===== src/rtl/bus_arbiter.sv =====
// Round-robin bus arbiter: registered one-hot grants, one idle turnaround cycle between
// owners and a hold limit. Define ARB_LOCK_EN to let lock[owner] suppress preemption.
module bus_arbiter #(
  parameter int NREQ     = 4,
  parameter int MAX_HOLD = 8,
  parameter int SEL_W    = 2
) (
  input  logic             clk,
  input  logic             rst,
  input  logic [NREQ-1:0]  req,
  input  logic [NREQ-1:0]  lock,
  output logic [NREQ-1:0]  gnt,
  output logic [SEL_W-1:0] gnt_id,
  output logic             busy,
  output logic             turn
);

  typedef enum logic [1:0] {IDLE, GRANT, TURN} state_t;

  localparam logic [7:0] HOLD_MAX = 8'(MAX_HOLD);

  state_t           state;
  logic [SEL_W-1:0] ptr;
  logic [7:0]       cnt;

  logic [SEL_W:0]   pick_res;
  logic             found;
  logic [SEL_W-1:0] winner;
  logic             owner_req;
  logic             others;
  logic             lock_hold;
  logic             hold_done;
  logic             release_now;

  // Round-robin search: first requester at or after p, wrapping modulo NREQ.
  function automatic logic [SEL_W:0] pick(input logic [NREQ-1:0] r,
                                          input logic [SEL_W-1:0] p);
    logic [SEL_W:0] res;
    logic [SEL_W:0] pos;
    res = '0;
    for (int k = 0; k < NREQ; k++) begin
      pos = {1'b0, p} + (SEL_W+1)'(k);
      if (pos >= (SEL_W+1)'(NREQ))
        pos = pos - (SEL_W+1)'(NREQ);
      if (!res[SEL_W] && r[pos[SEL_W-1:0]])
        res = {1'b1, pos[SEL_W-1:0]};
    end
    return res;
  endfunction

  function automatic logic [SEL_W-1:0] wrap_inc(input logic [SEL_W-1:0] i);
    logic [SEL_W:0] s;
    s = {1'b0, i} + (SEL_W+1)'(1);
    return (s >= (SEL_W+1)'(NREQ)) ? '0 : s[SEL_W-1:0];
  endfunction

  function automatic logic [7:0] sat_inc(input logic [7:0] c);
    return (c >= HOLD_MAX) ? HOLD_MAX : c + 8'd1;
  endfunction

  function automatic logic [NREQ-1:0] onehot(input logic [SEL_W-1:0] i);
    return {{(NREQ-1){1'b0}}, 1'b1} << i;
  endfunction

  assign pick_res  = pick(req, ptr);
  assign found     = pick_res[SEL_W];
  assign winner    = pick_res[SEL_W-1:0];
  assign owner_req = |(req & gnt);
  assign others    = |(req & ~gnt);
  assign hold_done = (cnt == HOLD_MAX);

`ifdef ARB_LOCK_EN
  assign lock_hold = |(lock & gnt);
`else
  logic unused_lock;
  assign unused_lock = ^lock;
  assign lock_hold   = 1'b0;
`endif

  // A sole requester is never preempted; hold expiry only matters when others wait.
  assign release_now = !owner_req || (hold_done && others && !lock_hold);

  always_ff @(posedge clk or posedge rst) begin
    if (rst) begin
      state  <= IDLE;
      gnt    <= '0;
      gnt_id <= '0;
      busy   <= 1'b0;
      turn   <= 1'b0;
      ptr    <= '0;
      cnt    <= '0;
    end else begin
      case (state)
        IDLE, TURN: begin
          turn <= 1'b0;
          if (found) begin
            state  <= GRANT;
            gnt    <= onehot(winner);
            gnt_id <= winner;
            busy   <= 1'b1;
            ptr    <= wrap_inc(winner);
            cnt    <= 8'd1;
          end else begin
            state <= IDLE;
            gnt   <= '0;
            busy  <= 1'b0;
          end
        end
        GRANT: begin
          if (release_now) begin
            state <= TURN;
            gnt   <= '0;
            busy  <= 1'b0;
            turn  <= 1'b1;
          end else begin
            cnt <= sat_inc(cnt);
          end
        end
        default: begin
          state <= IDLE;
          gnt   <= '0;
          busy  <= 1'b0;
          turn  <= 1'b0;
        end
      endcase
    end
  end

endmodule


===== config.mk =====
export PLATFORM = sky130hd
export DESIGN_NAME = bus_arbiter
export DESIGN_NICKNAME = d
export VERILOG_FILES = /design/src/rtl/bus_arbiter.sv
export SDC_FILE = /design/constraint.sdc
export NUM_CORES = 1
export LEC_CHECK = 0
export CAP_MARGIN = 20
export CELL_PAD_IN_SITES_DETAIL_PLACEMENT = 0
export CELL_PAD_IN_SITES_GLOBAL_PLACEMENT = 1
export CORE_MARGIN = 2
export CORE_UTILIZATION = 42
export CTS_CLUSTER_SIZE = 12
export DETAILED_ROUTE_END_ITERATION = 8
export PLACE_DENSITY_LB_ADDON = 0.1
export SYNTH_ARGS = -nofsm -noshare
export SYNTH_HDL_FRONTEND = slang
export SYNTH_SLANG_ARGS = --single-unit

===== constraint.sdc =====
create_clock -name clk -period 5.46 [get_ports clk]
set_input_delay 1.365 -clock clk [delete_from_list [all_inputs] [get_ports clk]]
set_output_delay 1.365 -clock clk [all_outputs]
set_load 0.01 [all_outputs]

==> impl_metrics.json <==
{
  "outcome": "finished clean",
  "yosysMostFrequentCell": "dfrtp_1",
  "fin_crit_ps": 3220,
  "fmax_mhz": 310,
  "synth_edf_count": 0,
  "core_sq_um": 2230,
  "path_max_fanout": 12,
  "root_buffer": "clkbuf_4",
  "synth_warnings": 0,
  "grt_overflow": 0,
  "fin_crit_sh_pct": 59.0,
  "cts_max_level": 1,
  "r2r_cells": 4,
  "io_pins": 18,
  "p_seq_share_pct": 40.9,
  "initial_utilization_pct": 45.1,
  "pwr-share-comb_pct": 45.7,
  "antenna_found_initial": 0,
  "maxSlewViolCount": 0,
  "seqCellArea_sq_um": 475,
  "synthFlopType": "dfrtp_1",
  "num_antenna_cells": 0,
  "worst-path-buf-inv": 2,
  "fin_nets": 127,
  "start_kind": "input port",
  "p_switching_uw": 206,
  "cp_cell_sequence": "clkdlybuf4s50_1 -> inv_1 -> o2111a_1 -> o41a_1 -> nor2_2 -> mux2i_1",
  "tritoncts.num_buffers": 3,
  "arrival_ps": 3450,
  "via_count": 748,
  "hold_path_depth": 1,
  "dieArea_sq_um": 2810,
  "min_from": "busy$_DFFE_PP0P_",
  "synth_area_sq_um": 1010,
  "top_usage_layer": "met2",
  "path_class": "in -> reg",
  "synth_commonest_cells": "19 x dfrtp_1, 11 x inv_1, 6 x a21oi_1, 6 x ha_1",
  "end_kind": "flop",
  "yosysTopAreaCellShare_pct": 47.2,
  "layout-drive-gt1-share_pct": 7.27,
  "synth_area_leaders": "dfrtp_1 47%, ha_1 7.5%, inv_1 4.1%",
  "r2r_end": "cnt[0]$_DFFE_PP0P_",
  "fp.dieW_um": 53.0,
  "clk_pin_slew_ps": 110,
  "cts_max_path_buffers": 2,
  "power_density_nw_per_um2": 459,
  "reg2reg_slack_ps": 3180,
  "tns_ps": 0,
  "die_height_um": 53.0,
  "clkPwrFrac_pct": 13.5,
  "synth-seq-area-share_pct": 47.2,
  "finalSetupViolCount": 0,
  "timing.critical_path.from": "req[3]",
  "hold_slack_ps": 487,
  "cts_tree": "built",
  "ant_nets": 0,
  "grt_pass1_vias": 770,
  "drt_iter0_markers": 11,
  "power.leakage_nw": 0.580,
  "rsz0062_at_grt": "no",
  "min_path_type": "reg -> reg",
  "internal_power_uw": 338,
  "met2_usage_pct": 29.0,
  "cp_top_family": "compound AO/OA/AOI/OAI gates",
  "yosysTopAreaCell": "dfrtp_1",
  "grt_pass1_wl_um": 3480,
  "multi_input_area_sq_um": 475,
  "rows": 17,
  "slowest_stage": "o41a_1",
  "gr-usage-met3_pct": 3.67,
  "whs_endpoint": "busy$_DFFE_PP0P_",
  "hold_viol_final": 0,
  "maxSlewHeadroom_pct": 37.6,
  "rr_startpoint": "cnt[4]$_DFFE_PP0P_",
  "avgSynthCellArea_sq_um": 10.6,
  "final_core_util_pct": 53.1,
  "cts_setup_buffers": 0,
  "dpl.hpwl_um": 1400,
  "met1_usage_pct": 21.0,
  "avgViaCountPerCell": 5.42,
  "maxCapViolCount": 0,
  "p_sw_share_pct": 37.8,
  "drc": 0,
  "clkSinkCount": 19,
  "worst_pin_slew_ps": 932,
  "netlist-cell-type-count": 31,
  "syn_inst": 95,
  "total_power_uw": 544,
  "drtPass1Iterations": 3,
  "wl_um": 1920,
  "place_congestion": 0.778,
  "cts_hold_buf": 0,
  "io_buffer_count": 13,
  "cpPeakStageDelay_ps": 590,
  "skew_ps": 10.2,
  "clock_latency_ps": 300,
  "fill_cells": 210,
  "areaGrowthSynthToFinish_pct": 17.6,
  "vdd_ir_drop_max_v": 0.000325,
  "synth_fp_nets": 111,
  "cts-resized-gates": 0,
  "async_flop_share_pct": 100,
  "grt.total_usage_pct": 17.5,
  "grt_max_degree": 20,
  "required_ps": 5690,
  "dp_cells": 134,
  "wl_per_cell_um": 13.9,
  "layoutNonFillerInstCount": 138,
  "ys_seq_elements": 19
}
[placed cells by master, fill, tap and decap left out]
master and instances:
dfrtp_1 19, a211o_1 1, mux2_2 2, inv_1 11, o21a_1 1, nor2_2 1
a21oi_1 6, a21o_1 1, and2_1 1, nand2_1 4, nor3_1 2, clkdlybuf4s50_1 13
and3b_1 1, nor4_1 1, clkbuf_4 3, o2111ai_1 2, and3_1 3, o21ai_0 3
a22oi_1 2, clkinv_2 1, nand2b_1 5, nor2_1 5, o22a_1 1, a22o_1 4
o2111a_1 2, and4b_1 1, mux2i_1 3, ha_1 6, or4_4 1, o41a_1 1
a2bb2oi_1 2, a311oi_1 1
[flip-flops by register name, indices dropped and copies added, names as in the netlist]
signal and cells:
busy 1, gnt 4, turn 1, gnt_id 2, ptr 2, state 1
cnt 8
[metrics by stage]
step / setup WS, ps / area, sq um
final: 2240 / 1180
after global routing: 2070 / 1180
after CTS: 2250 / 1180
after global placement: 1930 / 1160
after floorplan: 2740 / 1010
after detailed placement: 1920 / 1160
[final cells by class]
type,instances,area share [%]
Tap cell,28,2.96
Clock buffer,3,1.90
Timing Repair Buffer,13,11.0
Clock inverter,1,0.422
Sequential cell,19,40.1
Multi-Input combinational cell,63,40.1
Inverter,11,3.48
[per-layer routing]
| layer | routed length (um) | vias to the layer above |
|---|---|---|
| li1 | - | 371 |
| met4 | 41 | 0 |
| met1 | 869 | 362 |
| met2 | 940 | 11 |
| met5 | 0 | - |
| met3 | 70 | 4 |
[power groups by stage]
stage | registers [mW] | clock network, mW | logic (mW)
floorplan | 0.230 | 0 | 0.158
global placement | 0.224 | 0 | 0.248
detailed placement | 0.226 | 0 | 0.253
CTS | 0.223 | 0.0768 | 0.253
global route | 0.232 | 0.0810 | 0.281
finish | 0.222 | 0.0734 | 0.248
[worst max-delay path by stage]
stage                               endpoint  cells after the start
after floorplan           cnt[7]$_DFFE_PP0P_                      6
after global placement    cnt[0]$_DFFE_PP0P_                      6
after detailed placement  cnt[1]$_DFFE_PP0P_                      6
after CTS                 cnt[1]$_DFFE_PP0P_                      6
after global routing      cnt[2]$_DFFE_PP0P_                      5
final                     cnt[0]$_DFFE_PP0P_                      6
[logic make-up (layout without fill, tap and decap cells)]
kind of cell             count (synthesis)  in the layout  share of synthesized area, %
AO/OA/AOI/OAI                           27             27                          20.4
AND/OR/NAND/NOR                         25             25                          14.2
flip-flops                              19             19                          47.2
buffers and inverters                   13             28                          5.59
adder cells (fa/ha/maj)                  6              6                          7.45
multiplexers                             5              5                          5.22
Power figures use the tool's default switching activity.
